<file path="config.mk">
export PLATFORM = sky130hd
export DESIGN_NAME = csr_counter_unit
export DESIGN_NICKNAME = d
export VERILOG_FILES = /design/src/rtl/csr_counter_unit.sv
export SDC_FILE = /design/constraint.sdc
export NUM_CORES = 2
export LEC_CHECK = 0
export ABC_AREA = 0
export ABC_CLOCK_PERIOD_IN_PS = 83600
export BUFFER_PORTS_ARGS = -buffer_cell sky130_fd_sc_hd__buf_2
export CAP_MARGIN = 10
export CELL_PAD_IN_SITES_DETAIL_PLACEMENT = 0
export CELL_PAD_IN_SITES_GLOBAL_PLACEMENT = 2
export CORE_ASPECT_RATIO = 1.75
export CORE_MARGIN = 10
export CORE_UTILIZATION = 43
export DETAILED_ROUTE_END_ITERATION = 10
export PLACE_DENSITY_LB_ADDON = 0.1
export SYNTH_ARGS = -nofsm -noshare
export SYNTH_HDL_FRONTEND = slang
export SYNTH_SLANG_ARGS = --single-unit
</file>
<file path="constraint.sdc">
create_clock -name clk -period 83.6 [get_ports clk]
set_input_delay 4.18 -clock clk [delete_from_list [all_inputs] [get_ports clk]]
set_output_delay 4.18 -clock clk [all_outputs]
set_load 0.05 [all_outputs]
</file>
<file path="src/rtl/csr_counter_unit.sv">
// Machine-mode counter/timer CSR bank (mcycle, minstret, hpm3.., mcounteren) with user read-only shadows.
// Response registered one cycle after each request; a request is accepted every cycle, never stalls.
module csr_counter_unit #(
    parameter int XLEN      = 64,
    parameter int NB_EVENTS = 14
) (
    input  logic                 clk,
    input  logic                 reset,
    input  logic                 csr_req_valid_i,
    input  logic [11:0]          csr_addr_i,
    input  logic [1:0]           csr_op_i,
    input  logic                 csr_we_i,
    input  logic [XLEN-1:0]      csr_wdata_i,
    input  logic [1:0]           priv_i,
    input  logic                 retire_i,
    input  logic [NB_EVENTS-1:0] event_i,
    output logic                 csr_rvalid_o,
    output logic [XLEN-1:0]      csr_rdata_o,
    output logic                 csr_illegal_o
);
    localparam logic [1:0] PRIV_M = 2'd3;
    localparam logic [1:0] OP_RS  = 2'b10;
    localparam logic [1:0] OP_RC  = 2'b11;

    logic [XLEN-1:0] mcycle;
    logic [XLEN-1:0] minstret;
    logic [XLEN-1:0] hpm [NB_EVENTS];
    logic [31:0]     mcounteren;

    logic [4:0]      idx;
    logic            in_m;
    logic            in_u;
    logic            in_cen;
    logic            legal;
    logic            do_wr;
    logic            wr_cnt;
    logic            wr_cen;
    logic [XLEN-1:0] cnt_val;
    logic [XLEN-1:0] old_val;
    logic [XLEN-1:0] wr_val;

    // 0xB00..0xB1F and 0xC00..0xC1F share the low five address bits as counter index.
    assign idx    = csr_addr_i[4:0];
    assign in_m   = (csr_addr_i[11:5] == 7'h58);
    assign in_u   = (csr_addr_i[11:5] == 7'h60);
    assign in_cen = (csr_addr_i == 12'h306);

    always_comb begin
        cnt_val = '0;
        if (idx == 5'd0 || (idx == 5'd1 && in_u)) begin
            cnt_val = mcycle;
        end else if (idx == 5'd2) begin
            cnt_val = minstret;
        end
        for (int k = 0; k < NB_EVENTS; k++) begin
            if (int'(idx) == k + 3) begin
                cnt_val = hpm[k];
            end
        end
    end

    always_comb begin
        legal = 1'b0;
        if (in_m || in_cen) begin
            legal = (priv_i == PRIV_M);
        end else if (in_u) begin
            legal = !csr_we_i && (priv_i == PRIV_M || mcounteren[idx]);
        end
    end

    assign old_val = in_cen ? {{(XLEN-32){1'b0}}, mcounteren} : cnt_val;

    always_comb begin
        case (csr_op_i)
            OP_RS:   wr_val = old_val | csr_wdata_i;
            OP_RC:   wr_val = old_val & ~csr_wdata_i;
            default: wr_val = csr_wdata_i;
        endcase
    end

    assign do_wr  = csr_req_valid_i && legal && csr_we_i && (csr_op_i != 2'b00);
    assign wr_cnt = do_wr && in_m;
    assign wr_cen = do_wr && in_cen;

    // A write in the same cycle replaces that cycle's increment.
    always_ff @(posedge clk or posedge reset) begin
        if (reset) begin
            mcycle     <= '0;
            minstret   <= '0;
            mcounteren <= '0;
            for (int k = 0; k < NB_EVENTS; k++) begin
                hpm[k] <= '0;
            end
        end else begin
            mcycle   <= (wr_cnt && idx == 5'd0) ? wr_val : mcycle + XLEN'(1);
            minstret <= (wr_cnt && idx == 5'd2) ? wr_val : minstret + XLEN'(retire_i);
            for (int k = 0; k < NB_EVENTS; k++) begin
                if (wr_cnt && int'(idx) == k + 3) begin
                    hpm[k] <= wr_val;
                end else begin
                    hpm[k] <= hpm[k] + XLEN'(event_i[k]);
                end
            end
            if (wr_cen) begin
                mcounteren <= wr_val[31:0];
            end
        end
    end

    always_ff @(posedge clk or posedge reset) begin
        if (reset) begin
            csr_rvalid_o  <= 1'b0;
            csr_rdata_o   <= '0;
            csr_illegal_o <= 1'b0;
        end else begin
            csr_rvalid_o <= csr_req_valid_i;
            if (csr_req_valid_i) begin
                csr_rdata_o   <= legal ? old_val : '0;
                csr_illegal_o <= !legal;
            end
        end
    end
endmodule

</file>
== Yosys cells after proc, flatten, opt, wreduce, memory -nomap -nowiden ==
Cells that the tools add are included.

* Flip-flop bits (word level): 1,122
* Input bits: 99
* Logic and storage cells: 131
* Output and inout bits: 66

* Equal/unequal tests: 22
* Bitwise logic cells: 3
* Order comparisons: 1
* Reductions and logical operators: 30
* Multiplexer cells: 39
* Add/sub/neg operators: 16

{| class="wikitable"
|+ Operator list
! operator !! count
|-
| two-way mux 64 bit || 34
|-
| adder 64 x 1 -> 64 bit || 15
|-
| one-hot mux 64 bit (2 select lines) || 1
|-
| adder 64 x 1 -> 64 bit, second input constant || 1
|-
| AND 64 bit || 1
|-
| inverter 64 bit || 1
|-
| OR 64 bit || 1
|-
| equality test 5 bit, second input constant || 9
|-
| logical AND 1 bit || 23
|-
| equality test 5 x 4 -> 1 bit, second input constant || 4
|-
| equality test 7 bit, second input constant || 2
|-
| equality test 12 x 10 -> 1 bit, second input constant || 1
|-
| equality test 2 bit, second input constant || 3
|-
| < comparator 5 x 6 -> 1 bit, second input constant || 1
|-
| binary-select mux 1 bit (select 5 bit) || 1
|-
| equality test 5 x 1 -> 1 bit, second input constant || 1
|-
| equality test 5 x 2 -> 1 bit, second input constant || 1
|-
| equality test 5 x 3 -> 1 bit, second input constant || 1
|-
| logical NOT 5 bit || 1
|-
| logical OR 1 bit || 3
|-
| two-way mux 1 bit || 3
|-
| logical NOT 1 bit || 2
|-
| nonzero test 2 bit || 1
|}

== Longest topological paths before layout ==
* Depth in word-level cells: 22
* Depth in mapped cells: 15
* Mapped depth without buffers: 10

== Worst setup path before layout ==
No wires, ideal clock.

* Path type: input to register
* Start: input port csr_addr_i[4]
* End: register hpm[220] in the netlist's numbering
* Data arrival time: 6.301 ns
* Slack: 77.167 ns
* Stages: 12
* Setup time: 0.131 ns
* Path buffers: 5
* Path through: buf_6 -> buf_6 -> or3b_4 -> buf_6 -> buf_6 -> o32ai_2 -> nor2_1 -> nor4_2 -> o21ai_1 -> a22oi_4 -> buf_6 -> a21oi_2

* Word-level cells in the longest chain between the ends: 22

{| class="wikitable"
|+ RTL lines
! what !! line !! text
|-
| start: declaration || 10 || <nowiki>input logic [11:0] csr_addr_i,</nowiki>
|-
| equality test 5 x 1 -> 1 bit || 50 || <nowiki>if (idx == 5'd0 || (idx == 5'd1 && in_u)) begin</nowiki>
|-
| logical AND 1 bit || 50 ||
|-
| logical OR 1 bit || 50 ||
|-
| two-way mux 64 bit || 50 ||
|-
| two-way mux 64 bit (14 in a row) || 56 || <nowiki>if (int'(idx) == k + 3) begin</nowiki>
|-
| two-way mux 64 bit || 71 || <nowiki>assign old_val = in_cen ? {{(XLEN-32){1'b0}}, mcounteren} : cnt_val;</nowiki>
|-
| AND 64 bit / OR 64 bit (equally long branches) || 76, 75 ||
|-
| one-hot mux 64 bit (2 select lines) || 74 || <nowiki>case (csr_op_i)</nowiki>
|-
| two-way mux 64 bit * || 98 || <nowiki>if (wr_cnt && int'(idx) == k + 3) begin</nowiki>
|-
| end signal: indexed assignment || 99 || <nowiki>hpm[k] <= wr_val;</nowiki>
|-
| end signal: indexed assignment || 101 || <nowiki>hpm[k] <= hpm[k] + XLEN'(event_i[k]);</nowiki>
|-
| end: declaration || 27 || <nowiki>logic [XLEN-1:0] hpm [NB_EVENTS];</nowiki>
|}

Every way passes the cells marked *; elsewhere a longest branch is shown, timed or not. The select of a mux whose other input is x is not followed.
A chain may end at the register's enable or synchronous reset.

== Worst setup path in the final report ==
* Start: input port csr_addr_i[1]
* End: register hpm[528] in the netlist's numbering

The elaborated chain is that of the path after synthesis.

==> summary by stage <==
Yosys
The post-synthesis sequential area ratio is approximately two fifths. The largest total area in the synthesized netlist belongs to sky130_fd_sc_hd__dfrtp_1. The cell area that synthesis handed to floorplanning was just over 70000 um^2. The count of warnings emitted by yosys is 0. The unique cell type count in the Yosys netlist is roughly 120. Synthesis produced a netlist with a net count of 8468. The number of register bits inferred by synthesis is between 1k and 1.5k. By area the synthesized netlist is led by sky130_fd_sc_hd__dfrtp_1, sky130_fd_sc_hd__xnor2_1, sky130_fd_sc_hd__a21oi_1. The number of flops mapped to enable cells by yosys is 0. The cell count after synthesis came out at around 8.3k. For this run, the leading register cell type out of synthesis is sky130_fd_sc_hd__dfrtp_1. Dividing the synthesized area by the synthesized cell count gives roughly 8.4 um^2. The top cell type by area accounts for 39.9% of the synthesized area. Counting flops with an async set or reset pin after synthesis yields a share of 100%.

Floorplan
The floorplan step defined a die boundary enclosing 181000 um^2. The die extent in y is about 560 um. The placement row count is between 150 and 200. Once the floorplan was initialized, standard cells occupied between 40% and 50% of the core. The top-level I/O count is ~170. The total area inside the core boundary comes to 163000 um^2.

The floorplan step set the die width to 326 um.

Status
The flow ran to the end, but the final reports show violations. The final reports fail on slew limit.

Setup path
In this run the register-to-register setup slack is about 79 ns. STA classifies the critical path startpoint as an input port. Along the worst path, the maximum fanout reaches 48. The critical path's top delay family is buffers and inverters. The critical path required time is roughly 84 ns. The data arrival time of the critical path is around 10 ns. The slowest stage cell on the critical path is sky130_fd_sc_hd__buf_4. The type of the setup path with the least slack is input port to flop. The highest cell delay on the worst timing path is 0.72 ns. The nature of the critical path endpoint is a flop. The number of buffers and inverters on the critical path is 7. Walking the worst path, the cells encountered are buf_4 -> buf_4 -> clkinv_1 -> buf_4 -> nor3_4 -> buf_4 -> buf_4 -> nor3_2 -> o31ai_1 -> nor3_1 -> a21oi_1 -> a32oi_2 -> buf_4 -> a21oi_1. The most numerous cell on the critical path is sky130_fd_sc_hd__buf_4.

Min path
The class of the most critical hold timing path is flop to flop.

Route
The detailed-routing iteration count for the pre-antenna-repair pass is 6. After detailed routing, the number of vias per cell comes to ~6.7. The routed design has between 300000 and 400000 um of wire. In this run the remaining antenna-violating nets after routing total 0. After detailed routing, the number of remaining DRC violations is 0. Across all layers, the routed design uses ~70k vias. The wire length per cell after detailed routing is about 36 um.

The count of routing violations after the opening detailed-route iteration is 9518.

GRT
The overall track demand over capacity in global routing is between 40 and 50%. The number of global-route vias before repair came to about 66k. The first global-routing pass estimated about 530000 um of wire. Entering global routing, the biggest net connects 135 pins. The number of antenna violations at the first check in global routing is 16. After global routing the overflow that remains totals 0.

Placement
Summing all placed instances gives a cell area of ~74000 um^2. Before CTS, the worst setup slack after placement is 74.02 ns. At the end of routability-driven placement, the weighted congestion stood at ~1.1. The count of input and output buffers is roughly 160.

The half-perimeter wire length after detailed placement is roughly 290000 um.

Pwr
In this run the static leakage power is ~33 nW. The worst-case IR drop observed on VDD is around 17 uV. In this run the power density over the cells is between 15 and 20 nW/um^2. The design draws 1.36 mW.

Timing
The final hold violation count is 0. The max-slew violation count came to 16. The final sum of negative setup slack is 0 ns. The worst pin sits at a relative slew slack of -2.82%. Setup violations remaining at the end of the flow were counted as 0. Based on the critical path, the design can be clocked at up to 109 MHz. For the pin with the worst max-slew slack, the measured transition is around 1.5 ns.

Across the routed clock network, the largest skew measured is approximately 0.046 ns. Setup repair after global routing left no endpoint under its margin. The post-route clock period utilization is about 11%. The minimum clock period is 9.15 ns. The post-layout worst setup margin is roughly 74 ns.

Finish
The proportion of layout cells with a drive suffix above 1 is around a tenth. The layout net count is 8452. The area of all placed cells without fillers is slightly below 80000 um^2. The layout-stage area growth over the synthesis result is 10.1%.

Clock network
After clock tree synthesis, the clock-pin slew on the worst setup and hold paths is roughly 0.060 ns. The number of buffers on the longest clock path is 3. The source-to-sink clock delay at the later pin of the worst-skew pair is 0.82 ns.

Gates resized during post-CTS repair numbered 0. The number of buffers inserted by hold repair at cts is 0. The H-tree was split into 3 levels.

Clock tree synthesis inserted a total of approximately 120 buffers. The sink count of the clock tree is between 1k and 1.5k. Once the clock tree was built, the setup fixing pass inserted 0 buffers. TritonCTS built the clock tree.

The cell at the root of the clock tree is sky130_fd_sc_hd__clkbuf_16.

Job
Across the run, the number of max-cap violations was 0.
==> power by group <==
group | leakage, nW | internal, mW | switching, mW
clock | 1.89 | 0.303 | 0.256
combinational | 16.3 | 0.0541 | 0.127
sequential | 15.2 | 0.568 | 0.0559
total | 33.4 | 0.925 | 0.439
==> kinds of logic after synthesis <==
family / after synthesis / share of synthesized area [%]
and+or+nand+nor: 3412 / 23.5
AOI/OAI and AO/OA: 2099 / 18.7
DFF: 1122 / 39.9
xor gates and xnor gates: 976 / 12.1
buffers and inverters: 645 / 4.36
muxes: 53 / 0.916
adders and majority gates: 31 / 0.551
==> worst reg2reg max path: cells and delay by family (launching register included) <==
kind	cells	cell delay (ns)
AOI/OAI and AO/OA	1	0.15
xor gates and xnor gates	1	0.17
DFF	1	0.56
and+or+nand+nor	6	3.20
==> layer usage <==
layer  vias up  GRT usage (%)  share of wire [%]
met3      1134           7.88                9.7
met5         -              0              0.014
met4         8           28.1                8.5
li1      29500              -                  -
met2      4543           62.5                 44
met1     35400           51.6                 38
==> path summary, 6_finish.rpt <==
path / from / end / cells after the start
hold reg to reg: csr_rdata_o[46]$_DFFE_PP0P_ / csr_rdata_o[46]$_DFFE_PP0P_ / 1
max in group asynchronous: reset / hpm[820]$_DFF_PP0_ / 7
setup / recovery: csr_addr_i[1] / hpm[528]$_DFF_PP0_ / 14
setup reg to reg: hpm[334]$_DFF_PP0_ / hpm[381]$_DFF_PP0_ / 8
min in group asynchronous: reset / hpm[70]$_DFF_PP0_ / 2
hold / removal: csr_rdata_o[46]$_DFFE_PP0P_ / csr_rdata_o[46]$_DFFE_PP0P_ / 1
==> registers in the layout, summed over array words and instances, names as in the netlist <==
| register | flops |
|---|---|
| mcycle | 64 |
| hpm | 896 |
| csr_illegal_o | 1 |
| csr_rdata_o | 64 |
| csr_rvalid_o | 1 |
| mcounteren | 32 |
| minstret | 64 |
==> per-stage QoR <==
step	hold slack, ns	utilization, %	std cells
after detailed placement	0.472	45.2	10400
after global routing	0.500	47.6	10600
final	0.480	47.6	10600
after floorplan	0.466	-	8338
after global placement	0.465	45.2	10400
after CTS	0.488	47.6	10600
==> placed cells by master (no fill, tap or decap), types with 28 or more instances in the layout <==
master / count
sky130_fd_sc_hd__a211oi_1: 28
sky130_fd_sc_hd__a21oi_1: 1012
sky130_fd_sc_hd__a21oi_2: 47
sky130_fd_sc_hd__a221oi_1: 46
sky130_fd_sc_hd__a22o_1: 63
sky130_fd_sc_hd__a22oi_1: 52
sky130_fd_sc_hd__a31oi_1: 49
sky130_fd_sc_hd__and2_1: 42
sky130_fd_sc_hd__and3_1: 216
sky130_fd_sc_hd__and4_1: 101
sky130_fd_sc_hd__buf_2: 161
sky130_fd_sc_hd__buf_4: 241
sky130_fd_sc_hd__clkbuf_1: 33
sky130_fd_sc_hd__clkbuf_16: 118
sky130_fd_sc_hd__dfrtp_1: 1122
sky130_fd_sc_hd__ha_1: 31
sky130_fd_sc_hd__inv_1: 94
sky130_fd_sc_hd__mux2i_1: 43
sky130_fd_sc_hd__nand2_1: 628
sky130_fd_sc_hd__nand3_1: 434
sky130_fd_sc_hd__nand4_1: 235
sky130_fd_sc_hd__nor2_1: 1299
sky130_fd_sc_hd__nor2_4: 37
sky130_fd_sc_hd__nor3_1: 141
sky130_fd_sc_hd__nor4_1: 31
sky130_fd_sc_hd__o21ai_0: 337
sky130_fd_sc_hd__o21ai_1: 34
sky130_fd_sc_hd__o221ai_1: 29
sky130_fd_sc_hd__o22ai_1: 98
sky130_fd_sc_hd__o2bb2ai_1: 30
sky130_fd_sc_hd__or3_1: 37
sky130_fd_sc_hd__xnor2_1: 714
sky130_fd_sc_hd__xor2_1: 262
==> cell usage after synthesis (25+ instances only) <==
library cell and count:
sky130_fd_sc_hd__a211oi_1 28, sky130_fd_sc_hd__a21oi_1 1012, sky130_fd_sc_hd__a21oi_2 48, sky130_fd_sc_hd__a221oi_1 46
sky130_fd_sc_hd__a222oi_1 26, sky130_fd_sc_hd__a22o_1 63, sky130_fd_sc_hd__a22oi_1 52, sky130_fd_sc_hd__a31oi_1 49
sky130_fd_sc_hd__and2_1 44, sky130_fd_sc_hd__and3_1 217, sky130_fd_sc_hd__and4_1 101, sky130_fd_sc_hd__buf_2 140
sky130_fd_sc_hd__buf_4 48, sky130_fd_sc_hd__buf_6 36, sky130_fd_sc_hd__clkbuf_1 307, sky130_fd_sc_hd__dfrtp_1 1122
sky130_fd_sc_hd__ha_1 31, sky130_fd_sc_hd__inv_1 95, sky130_fd_sc_hd__mux2i_1 43, sky130_fd_sc_hd__nand2_1 634
sky130_fd_sc_hd__nand3_1 437, sky130_fd_sc_hd__nand4_1 235, sky130_fd_sc_hd__nor2_1 1334, sky130_fd_sc_hd__nor3_1 143
sky130_fd_sc_hd__nor4_1 38, sky130_fd_sc_hd__o21a_1 25, sky130_fd_sc_hd__o21ai_0 338, sky130_fd_sc_hd__o21ai_1 34
sky130_fd_sc_hd__o221ai_1 29, sky130_fd_sc_hd__o22ai_1 98, sky130_fd_sc_hd__o2bb2ai_1 30, sky130_fd_sc_hd__or3_1 37
sky130_fd_sc_hd__xnor2_1 714, sky130_fd_sc_hd__xor2_1 262
==> final cells by class <==
class	instances	area [um^2]
inverters	101	387
flip-flops and latches	1122	28100
clock buffers	178	3450
clock inverters	37	415
fillers	16300	85300
repair buffers	408	2720
diodes	8	20.0
multi-input cells	6571	39700
well taps	2178	2730
No activity file was read; power rests on OpenSTA's default activity.
